===== src/rtl/req_arbiter3.sv =====
// Three-requester arbiter: registered one-hot grant, bounded tenure, one idle cycle per handoff.
// Define ROUND_ROBIN_EN for rotating priority; fixed priority (req[0] highest) otherwise.
module req_arbiter3 #(
  parameter int unsigned MAX_HOLD = 8
) (
  input  logic       clk,
  input  logic       rst_n,
  input  logic [2:0] req,
  output logic [2:0] gnt,
  output logic       gnt_valid,
  output logic [1:0] gnt_id,
  output logic [7:0] hold_cnt,
  output logic       timeout
);

  typedef enum logic [1:0] {
    IDLE,
    GRANT,
    GAP
  } state_t;

  state_t     state;
  logic [2:0] mask;
  logic [2:0] cand;
  logic [1:0] win;

  // A timed-out holder is masked once, but never starves an otherwise idle bus.
  always_comb begin
    cand = req & ~mask;
    if (cand == 3'b000) cand = req;
  end

`ifdef ROUND_ROBIN_EN
  logic [1:0] last_id;
  logic [1:0] start;
  logic [2:0] rot;
  logic [1:0] k;
  logic [2:0] sum;

  always_comb begin
    start = 2'd0;
    rot   = cand;
    unique case (last_id)
      2'd0: begin
        start = 2'd1;
        rot   = {cand[0], cand[2], cand[1]};
      end
      2'd1: begin
        start = 2'd2;
        rot   = {cand[1], cand[0], cand[2]};
      end
      default: begin
        start = 2'd0;
        rot   = cand;
      end
    endcase
    k = 2'd0;
    priority case (1'b1)
      rot[0]:  k = 2'd0;
      rot[1]:  k = 2'd1;
      rot[2]:  k = 2'd2;
      default: k = 2'd0;
    endcase
    sum = {1'b0, start} + {1'b0, k};
    win = (sum >= 3'd3) ? 2'(sum - 3'd3) : sum[1:0];
  end
`else
  always_comb begin
    win = 2'd0;
    priority case (1'b1)
      cand[0]: win = 2'd0;
      cand[1]: win = 2'd1;
      cand[2]: win = 2'd2;
      default: win = 2'd0;
    endcase
  end
`endif

  assign gnt_valid = |gnt;

  always_ff @(posedge clk or negedge rst_n) begin
    if (!rst_n) begin
      state    <= IDLE;
      gnt      <= 3'b000;
      gnt_id   <= 2'd0;
      hold_cnt <= 8'd0;
      timeout  <= 1'b0;
      mask     <= 3'b000;
`ifdef ROUND_ROBIN_EN
      last_id  <= 2'd2;
`endif
    end else begin
      unique case (state)
        IDLE, GAP: begin
          timeout <= 1'b0;
          if (req == 3'b000) begin
            state    <= IDLE;
            gnt      <= 3'b000;
            gnt_id   <= 2'd0;
            hold_cnt <= 8'd0;
            mask     <= 3'b000;
          end else begin
            state    <= GRANT;
            gnt      <= 3'b001 << win;
            gnt_id   <= win;
            hold_cnt <= 8'd1;
            mask     <= 3'b000;
`ifdef ROUND_ROBIN_EN
            last_id  <= win;
`endif
          end
        end
        GRANT: begin
          if (!req[gnt_id]) begin
            state    <= GAP;
            gnt      <= 3'b000;
            gnt_id   <= 2'd0;
            hold_cnt <= 8'd0;
            timeout  <= 1'b0;
          end else if (hold_cnt == 8'(MAX_HOLD)) begin
            state    <= GAP;
            gnt      <= 3'b000;
            gnt_id   <= 2'd0;
            hold_cnt <= 8'd0;
            timeout  <= 1'b1;
            mask     <= 3'b001 << gnt_id;
          end else begin
            hold_cnt <= hold_cnt + 8'd1;
          end
        end
        default: state <= IDLE;
      endcase
    end
  end

endmodule


===== config.mk =====
export PLATFORM = sky130hd
export DESIGN_NAME = req_arbiter3
export DESIGN_NICKNAME = d
export VERILOG_FILES = /design/src/rtl/req_arbiter3.sv
export SDC_FILE = /design/constraint.sdc
export NUM_CORES = 1
export LEC_CHECK = 0
export ABC_AREA = 1
export CORE_ASPECT_RATIO = 0.9
export CORE_MARGIN = 1.5
export CORE_UTILIZATION = 30
export CTS_CLUSTER_DIAMETER = 40
export CTS_CLUSTER_SIZE = 8
export DETAILED_ROUTE_END_ITERATION = 6
export GPL_TIMING_DRIVEN = 0
export PLACE_DENSITY_LB_ADDON = 0.15
export SLEW_MARGIN = 20
export SYNTH_ARGS = -nofsm -noshare
export SYNTH_HDL_FRONTEND = slang
export SYNTH_SLANG_ARGS = --single-unit

===== constraint.sdc =====
create_clock -name clk -period 1.92 [get_ports clk]
set_clock_uncertainty 0.2 [all_clocks]
set_input_delay 0.384 -clock clk [delete_from_list [all_inputs] [get_ports clk]]
set_output_delay 0.384 -clock clk [all_outputs]
set_load 0.01 [all_outputs]

# Yosys cells after proc, flatten, opt, wreduce, memory -nomap -nowiden
# Cells that the tools add are included.
dict set report word_totals {
  register_bits 19
  latchBits 0
  ram_bits 0
  romBits 0
  input_bits 5
  output_inout_bits 15
  word_cells 54
  n_memories 0
}
dict set report op_classes {
  addsub 1
  n_mul 0
  div_mod_pow 0
  order_cmp 1
  eq_ne 6
  shifts 2
  mux 28
  bitwise 2
  reduce_logical 8
}
# operator n
set op_table {}
lappend op_table {{$mux 3} 6}
lappend op_table {{$mux 2} 8}
lappend op_table {{$mux 8} 2}
lappend op_table {{$pmux 8 s2} 1}
lappend op_table {{$pmux 3 s2} 2}
lappend op_table {{$add 8x1->8 const B} 1}
lappend op_table {{$eq 8x4->1 const B} 1}
lappend op_table {{$pmux 2 s2} 2}
lappend op_table {{$logic_not 3->1} 2}
lappend op_table {{$shl 1x2->3 const A} 2}
lappend op_table {{$mux 1} 5}
lappend op_table {{$ne 2x2->1 const B} 2}
lappend op_table {{$and 3x3->3} 1}
lappend op_table {{$lt 2x3->1 const B} 1}
lappend op_table {{$ne 3x3->1 const B} 1}
lappend op_table {{$not 3->3} 1}
lappend op_table {{$reduce_and 3->1} 1}
lappend op_table {{$reduce_or 3->1} 1}
lappend op_table {{$bmux 1 s2} 1}
lappend op_table {{$eq 2x1->1 const B} 1}
lappend op_table {{$eq 2x2->1 const B} 1}
lappend op_table {{$logic_not 2->1} 1}
lappend op_table {{$pmux 1 s2} 1}
lappend op_table {{$reduce_and 2->1} 1}
lappend op_table {{other kinds (2)} 2}

# Logic depth before layout (Yosys ltp)
dict set report logic_depth {
  depth_word 10
  depth_mapped 9
  depth_no_buf 9
}

# Worst setup path before layout
# OpenSTA, ideal clock, no wires.
dict set report synth_path {
  path_type {register to register}
  startpoint {register hold_cnt[0]}
  endpoint {register mask[0]}
  setup_time_ps 65
  arrival_ps 1280
  required_time_ps 1655
  path_slack_ps 375
  stages_incl_launch_ff 9
  n_path_buf 0
  period_less_slack_ps 1545
  cell_sequence {dfrtp_1 -> inv_1 -> ha_1 -> nand3_1 -> nor2_1 -> nand3_2 -> nor2_1 -> nand2_1 -> nand2_1}
}
dict set report synth_between {
  elab_chain_len 3
}
# item line_no
set synth_rtl {}
lappend synth_rtl {{start: declaration} 12} ;# output logic [7:0] hold_cnt,
lappend synth_rtl {{start signal: assignment} 128} ;# hold_cnt <= hold_cnt + 8'd1;
lappend synth_rtl {{$eq 8x4->1} 120} ;# end else if (hold_cnt == 8'(MAX_HOLD)) begin
lappend synth_rtl {{$ne 2x2->1 (no source line)} --}
lappend synth_rtl {{$reduce_and 3->1 (no source line)} --}
lappend synth_rtl {{end signal: assignment} 126} ;# mask <= 3'b001 << gnt_id;
lappend synth_rtl {{end: declaration} 23} ;# logic [2:0] mask;
# Every way passes these cells.
# A chain may end at the register's enable or synchronous reset.

# Worst setup path after layout
dict set report layout_path {
  startpoint {register hold_cnt[3]}
  endpoint {output hold_cnt[3]}
}
# No word-level cell between the ends.

==> impl_results.md <==
- Status: complete, no violations
- Skew-Pair Late Insertion Delay: between 0.2 and 0.3 ns
- Final WL: 2.39 mm
- Mapped Avg Cell Area: 7.57 sq um
- Critical Path Sink Type: output pin
- Non-filler cells, final: roughly 210
- Hold path cells: 2
- F_max: 540 MHz
- GP Congestion: 0.742
- Hold path start: timeout
- Final Max Tran Viols: 0
- Syn Nets: 151
- Largest net degree at the start of global routing: 20
- H-Tree Depth: 1
- Slowest CP cell: clkdlybuf4s50_1
- Ant. Diodes: 0
- Reg2Reg Depth: 9
- Initial drt markers: 40
- Most common cell after layout, fill and taps aside: nand2_1
- Leak pwr: 0.660 nW
- Fill cell total of the finished layout: 327
- Post-Syn Area: roughly 0.0011 sq mm
- Yosys cell types: 21
- Reg2reg end: gnt[2]
- Row count: 20
- CP peak stage delay: 0.57 ns
- Flop-to-flop setup slack: between 0.2 and 0.3 ns
- Overflow left after global routing: 0
- CP Cell Sequence: clkdlybuf4s50_1
- Startpoint types: flip-flop
- Final WS setup: 0.0675 ns
- Initial Util: 31.8%
- Synth-to-layout area growth: 27.7%
- Detailed-route DRC error count: 0
- Initial antenna violation count: 0
- Post-synthesis sequential element count: 19
- Die width: 66.5 microns
- Worst R2R Start: hold_cnt[0]
- Io pins: 20
- RSZ-0062 raised after global routing: no
- Reg clk slew, reported paths: roughly 0.070 ns
- Pre-CTS setup slack: -0.000328 ns
- Layout cell share with drive strength beyond 1: 10.1%
- Synth top area share: roughly 44%
- CTS tree: built
- Max-slew headroom: 39.1%
- Post-DP HPWL: between 1.5 and 2 mm
- Post-layout nets: 176
- Total CTS buffers: 3
- Detailed Routing Iterations Pass 1: 4
- Final core utilization: 40.6%
- Reg area: approximately 480 sq um
- Tmin final: 1.85 ns
- Clock sink count: 19
- Root buffer cell: clkbuf_8
- Hold-critical path endpoint: timeout
- WP depth: 1
- Cell area power density: 1120 mW/mm^2
- Ys Warns: 0
- Max VDD drop: 0.845 mV
- Via count: approximately 950
- Tcrit/Tclk final: 96.5%
- Global-route wire length before repair: 4.08 mm
- Core area: 0.00343 sq mm
- Setup Viol. Count Final: 0
- Worst path top cell family by delay: buffers and inverters
- Vias per cell: roughly 4.5
- Post-route cell area: 0.00139 sq mm
- Syn Inst Count: 144
- I/O Buffers: 19
- Vias in the first global route: between 800 and 900
- Synth area leader: dfrtp_1
- Area post-placement: around 0.0013 sq mm
- Worst Path Required: 1.34 ns
- Crit Path Class: reg -> out
- Post-synthesis sequential area ratio: 43.6%
- Final ANT Viol Nets: 0
- Final Hold Vio Count: 0
- Synth top area cells: dfrtp_1 44%, nand2_1 17%, nand3_1 6.4%
- Crit path DAT: 1.27 ns
- Most frequent cells in the layout: 49 x nand2_1, 18 x dfrtp_1, 18 x clkdlybuf4s50_1
- Buf/Inv on CP: 1
- Hold crit path type: reg -> reg
- Crit path max fanout: 6
- Slew @ Worst Pin: 0.910 ns
- Avg WL per Cell: between 10 and 15 microns
- DIE AREA: 0.00400 sq mm
- Placed Cells: 207
- Max Cap Viol: 0
- All-layer global routing usage: 13.9%
- Area of the multi-input gates: 542 sq um
- CTS Buffer Depth: 2
- Die H: 60.2 microns
==> worst max path at each step <==
| stage | startpoint | endpoint | slack, ns |
|---|---|---|---|
| final | hold_cnt[3] | hold_cnt[3] | 0.07 |
| after global routing | hold_cnt[3] | hold_cnt[3] | 0.02 |
| after CTS | gnt[1] | gnt_valid | 0.02 |
| after detailed placement | req[1] | hold_cnt[6] | -0.0003 |
| after global placement | req[1] | hold_cnt[6] | 0.02 |
| after floorplan | hold_cnt[0] | mask[0] | 0.37 |
==> Yosys cell counts (all sizes together) <==
library cell	number
dfrtp	19
o21ai	3
ha	2
or3	1
o22ai	1
a21oi	5
nand2	52
nand3	17
xor2	1
inv	17
nor3	2
nand4	3
nor2	20
buf	1
==> power breakdown <==
part / leakage [nW] / internal, mW / switching, mW / total (mW)
Combinational: 0.383 / 0.289 / 0.397 / 0.686
Sequential: 0.255 / 0.479 / 0.105 / 0.584
Clock: 0.0228 / 0.148 / 0.136 / 0.283
Total: 0.660 / 0.916 / 0.638 / 1.55
==> final cells by class <==
type                            instances  share of cell area, %
Sequential cell                        19                   34.3
Clock buffer                            4                   3.24
Timing Repair Buffer                   20                   14.2
Multi-Input combinational cell        107                   38.9
Buffer                                  1                  0.809
Tap cell                               44                   3.96
Inverter                               17                   4.59
==> state kept, by name (all words and copies together), names as in the netlist <==
signal    count
mask          3
gnt_id        2
state         2
gnt           3
hold_cnt      8
timeout       1
==> cells by family after synthesis <==
family | synth area share, %
compound gates | 4.25
xor+xnor | 0.804
fa+ha+maj | 2.30
buf+inv | 6.89
flops | 43.6
simple gates | 42.1
==> routing by layer <==
layer | global-route usage, % | vias up | share of wire [%]
li1 | - | 506 | -
met1 | 20.7 | 425 | 53
met2 | 19.9 | 18 | 42
met3 | 4.90 | 2 | 4.8
met4 | 1.75 | 0 | 0.38
met5 | 0 | - | 0
==> stage by stage <==
step           total power [mW]  hold slack [ns]  setup TNS [ns]
2_1_floorplan              1.01           -0.112               0
3_3_place_gp               1.27            0.256               0
3_5_place_dp               1.27            0.263       -0.000328
4_1_cts                    1.56            0.283               0
5_1_grt                    1.68            0.320               0
6_report                   1.55            0.274               0
==> repair_timing <==
item,CTS,global route
cloned,0,0
endpoints found under the setup margin,1,3
resized for setup,1,3
hold buffers,0,0
endpoints found under the hold margin,0,0
setup buffers,0,1
(Power assumes the default switching activity.)
==> RTL change (config.mk and constraints unchanged) <==
The 3 states of `state_t` get a one-hot encoding in 3 bits.
--- a/src/rtl/req_arbiter3.sv
+++ b/src/rtl/req_arbiter3.sv
@@ -14,8 +14,8 @@
 );
 
-  typedef enum logic [1:0] {
-    IDLE,
-    GRANT,
-    GAP
+  typedef enum logic [2:0] {
+    IDLE  = 3'b001,
+    GRANT = 3'b010,
+    GAP   = 3'b100
   } state_t;
 
Function: same outputs for any inputs over 10 cycles, from zero or initial values and one cycle with rst_n low; not proved beyond that.
==> RTL change against the original RTL <==
Worst setup slack worse by 0.020 ns. Wire length is 15% higher. Sequential cell count is 1 higher. Non-clock buffer count stayed put. Fmax is 1.1% lower. Area after synthesis is 8.2% higher. Total power is 22% higher. Design area is 8.5% higher. Register-to-register slack worse by 0.05 ns. Die area is 7.8% higher. Critical path type unchanged. Largest power group unchanged. Highest routed layer unchanged.
==> RTL change: results (changes against the original RTL) <==
cells_and_area:
  largest_reg_flops: 8  # unchanged
  drive_gt1_frac: 0.132  # +0.0307
  nets: 190  # +8.0%
  n_fill_cell: 378  # +16%
  antennaDiodeCount: 0  # unchanged
flow_run:
  maxCapViolCount: 0  # unchanged
synthesis:
  synth_nets: 165  # +9.3%
  ys_top_cells_by_area: "dfrtp_1, nand2_1, nand3_1"
  synth_commonest_cells: "nand2_1, nand3_1, inv_1, dfrtp_1, nor2_1"
  synth.distinct_cells: 24  # +14%
  async_flop_share: 1.00  # unchanged
  syn_inst: 158  # +9.7%
  synth-main-ff-cell: "dfrtp_1"
  ys.warnings.count: 0  # unchanged
  yosysSeqAreaShare: 0.426  # -0.0106
global_route:
  met2_usage: 0.240  # +0.0418
  grt.met1_usage: 0.169  # -0.0381
  grt_pass1_vias: 1036  # +18%
  grt_pass1_wl_um: 4820  # +18%
  grtUsageTotal: 0.139  # -0.000512
  antenna_found_initial: 0  # unchanged
  met3_usage: 0.0435  # -0.00542
  grt_max_degree: 21  # +5.0%
worst_setup_path:
  crit_start: "hold_cnt[3]$_DFFE_PN0N_"
  r2r_cells: 7  # -2
  crit_fanout: 7  # +1
  r2r_end: "mask[2]$_DFFE_PN0P_"
  critPathLaunchType: "flop"
  critPathCapture: "hold_cnt[3]"
  worst_path_largest_cell_delay_ns: 0.57  # about the same
  worstPathArrival_ns: 1.29  # +0.02 ns
  cp_top_family: "buffers and inverters"
  r2r_slack_ns: 0.20  # -0.05 ns
  crit-reg2reg-launch: "hold_cnt[0]$_DFFE_PN0N_"
cts:
  cts-buffers-inserted: 3  # unchanged
  cts.reportedPaths.clkPinSlew_ns: 0.08
  cts_root_buf: "clkbuf_8"
  htree_num_levels: 1  # unchanged
  clkLatencyLatePin_ns: 0.26  # about the same
detailed_routing:
  totalWireLength_um: 2740  # +15%
  dr.pass1.iters: 4  # unchanged
  wl_per_cell_um: 12.0  # +6.5%
  met3WireLength_um: 138  # +21%
  wl_met1_um: 1310  # +4.0%
  viasPerCell: 4.69  # +4.6%
  drtIter0Drc: 94  # +140%
  route.met2.wl_um: 1270  # +26%
placement:
  port_buffers: 19  # unchanged
  dp.cells: 223  # +7.7%
  dpl.hpwl_um: 2060  # +15%
  placed_area_um2: 1430  # +6.8%
  place_congestion: 0.760  # +2.5%
  place_ws_ns: 0.0192  # +0.0195 ns
power_and_ir_drop:
  ir_drop_uv: 593  # -30%
  p_leak_nw: 0.738  # +12%
  power.density_nw_per_um2: 1260  # +13%
outcome:
  status: "completed"
sta:
  period_minus_slack_ns: 1.87  # +0.0200 ns
  relSlewSlack: 0.370  # -0.0217
worst_hold_path:
  hold_path_class: "flop to flop"
[RTL change: what timing repair did]
action                     4_1_cts  5_1_grt
setup endpoints to repair        1        4
setup buffers                    1        0
gates resized for setup          1        4
[RTL change: stage by stage]
step,util,power (mW)
2_1_floorplan,-,1.16
3_3_place_gp,0.382,1.47
3_5_place_dp,0.382,1.49
4_1_cts,0.403,1.92
5_1_grt,0.404,2.07
6_report,0.404,1.90
[RTL change: worst min path at each step]
stage | slack [ns] | cells after the start | to | from
floorplan | -0.11 | 0 | gnt[0]$_DFFE_PN0P_ | rst_n
detailed placement | 0.30 | 2 | timeout$_DFFE_PN0P_ | timeout$_DFFE_PN0P_
CTS | 0.32 | 2 | timeout$_DFFE_PN0P_ | timeout$_DFFE_PN0P_
finish | 0.31 | 2 | timeout$_DFFE_PN0P_ | timeout$_DFFE_PN0P_
global placement | 0.29 | 2 | timeout$_DFFE_PN0P_ | timeout$_DFFE_PN0P_
global route | 0.33 | 2 | timeout$_DFFE_PN0P_ | timeout$_DFFE_PN0P_
[RTL change: cell type report]
cell class              instances  area share
flip-flops and latches         20       0.335
clock inverters                 1      0.0199
multi-input cells             113       0.386
plain buffers                   1     0.00332
clock buffers                   3      0.0274
well taps                      46      0.0381
inverters                      24      0.0597
repair buffers                 20       0.131
[RTL change: kinds of logic after synthesis]
group,share of synthesized area
xor gates and xnor gates,0.0149
DFF,0.426
and+or+nand+nor,0.407
adders and majority gates,0.0212
buffers and inverters,0.0807
AOI/OAI and AO/OA,0.0510
[RTL change: power breakdown]
part           leakage, nW  internal, mW  total [mW]  switching [mW]
combinational        0.440         0.335       0.863           0.528
sequential           0.262         0.525       0.611          0.0860
clock               0.0357         0.278       0.426           0.148
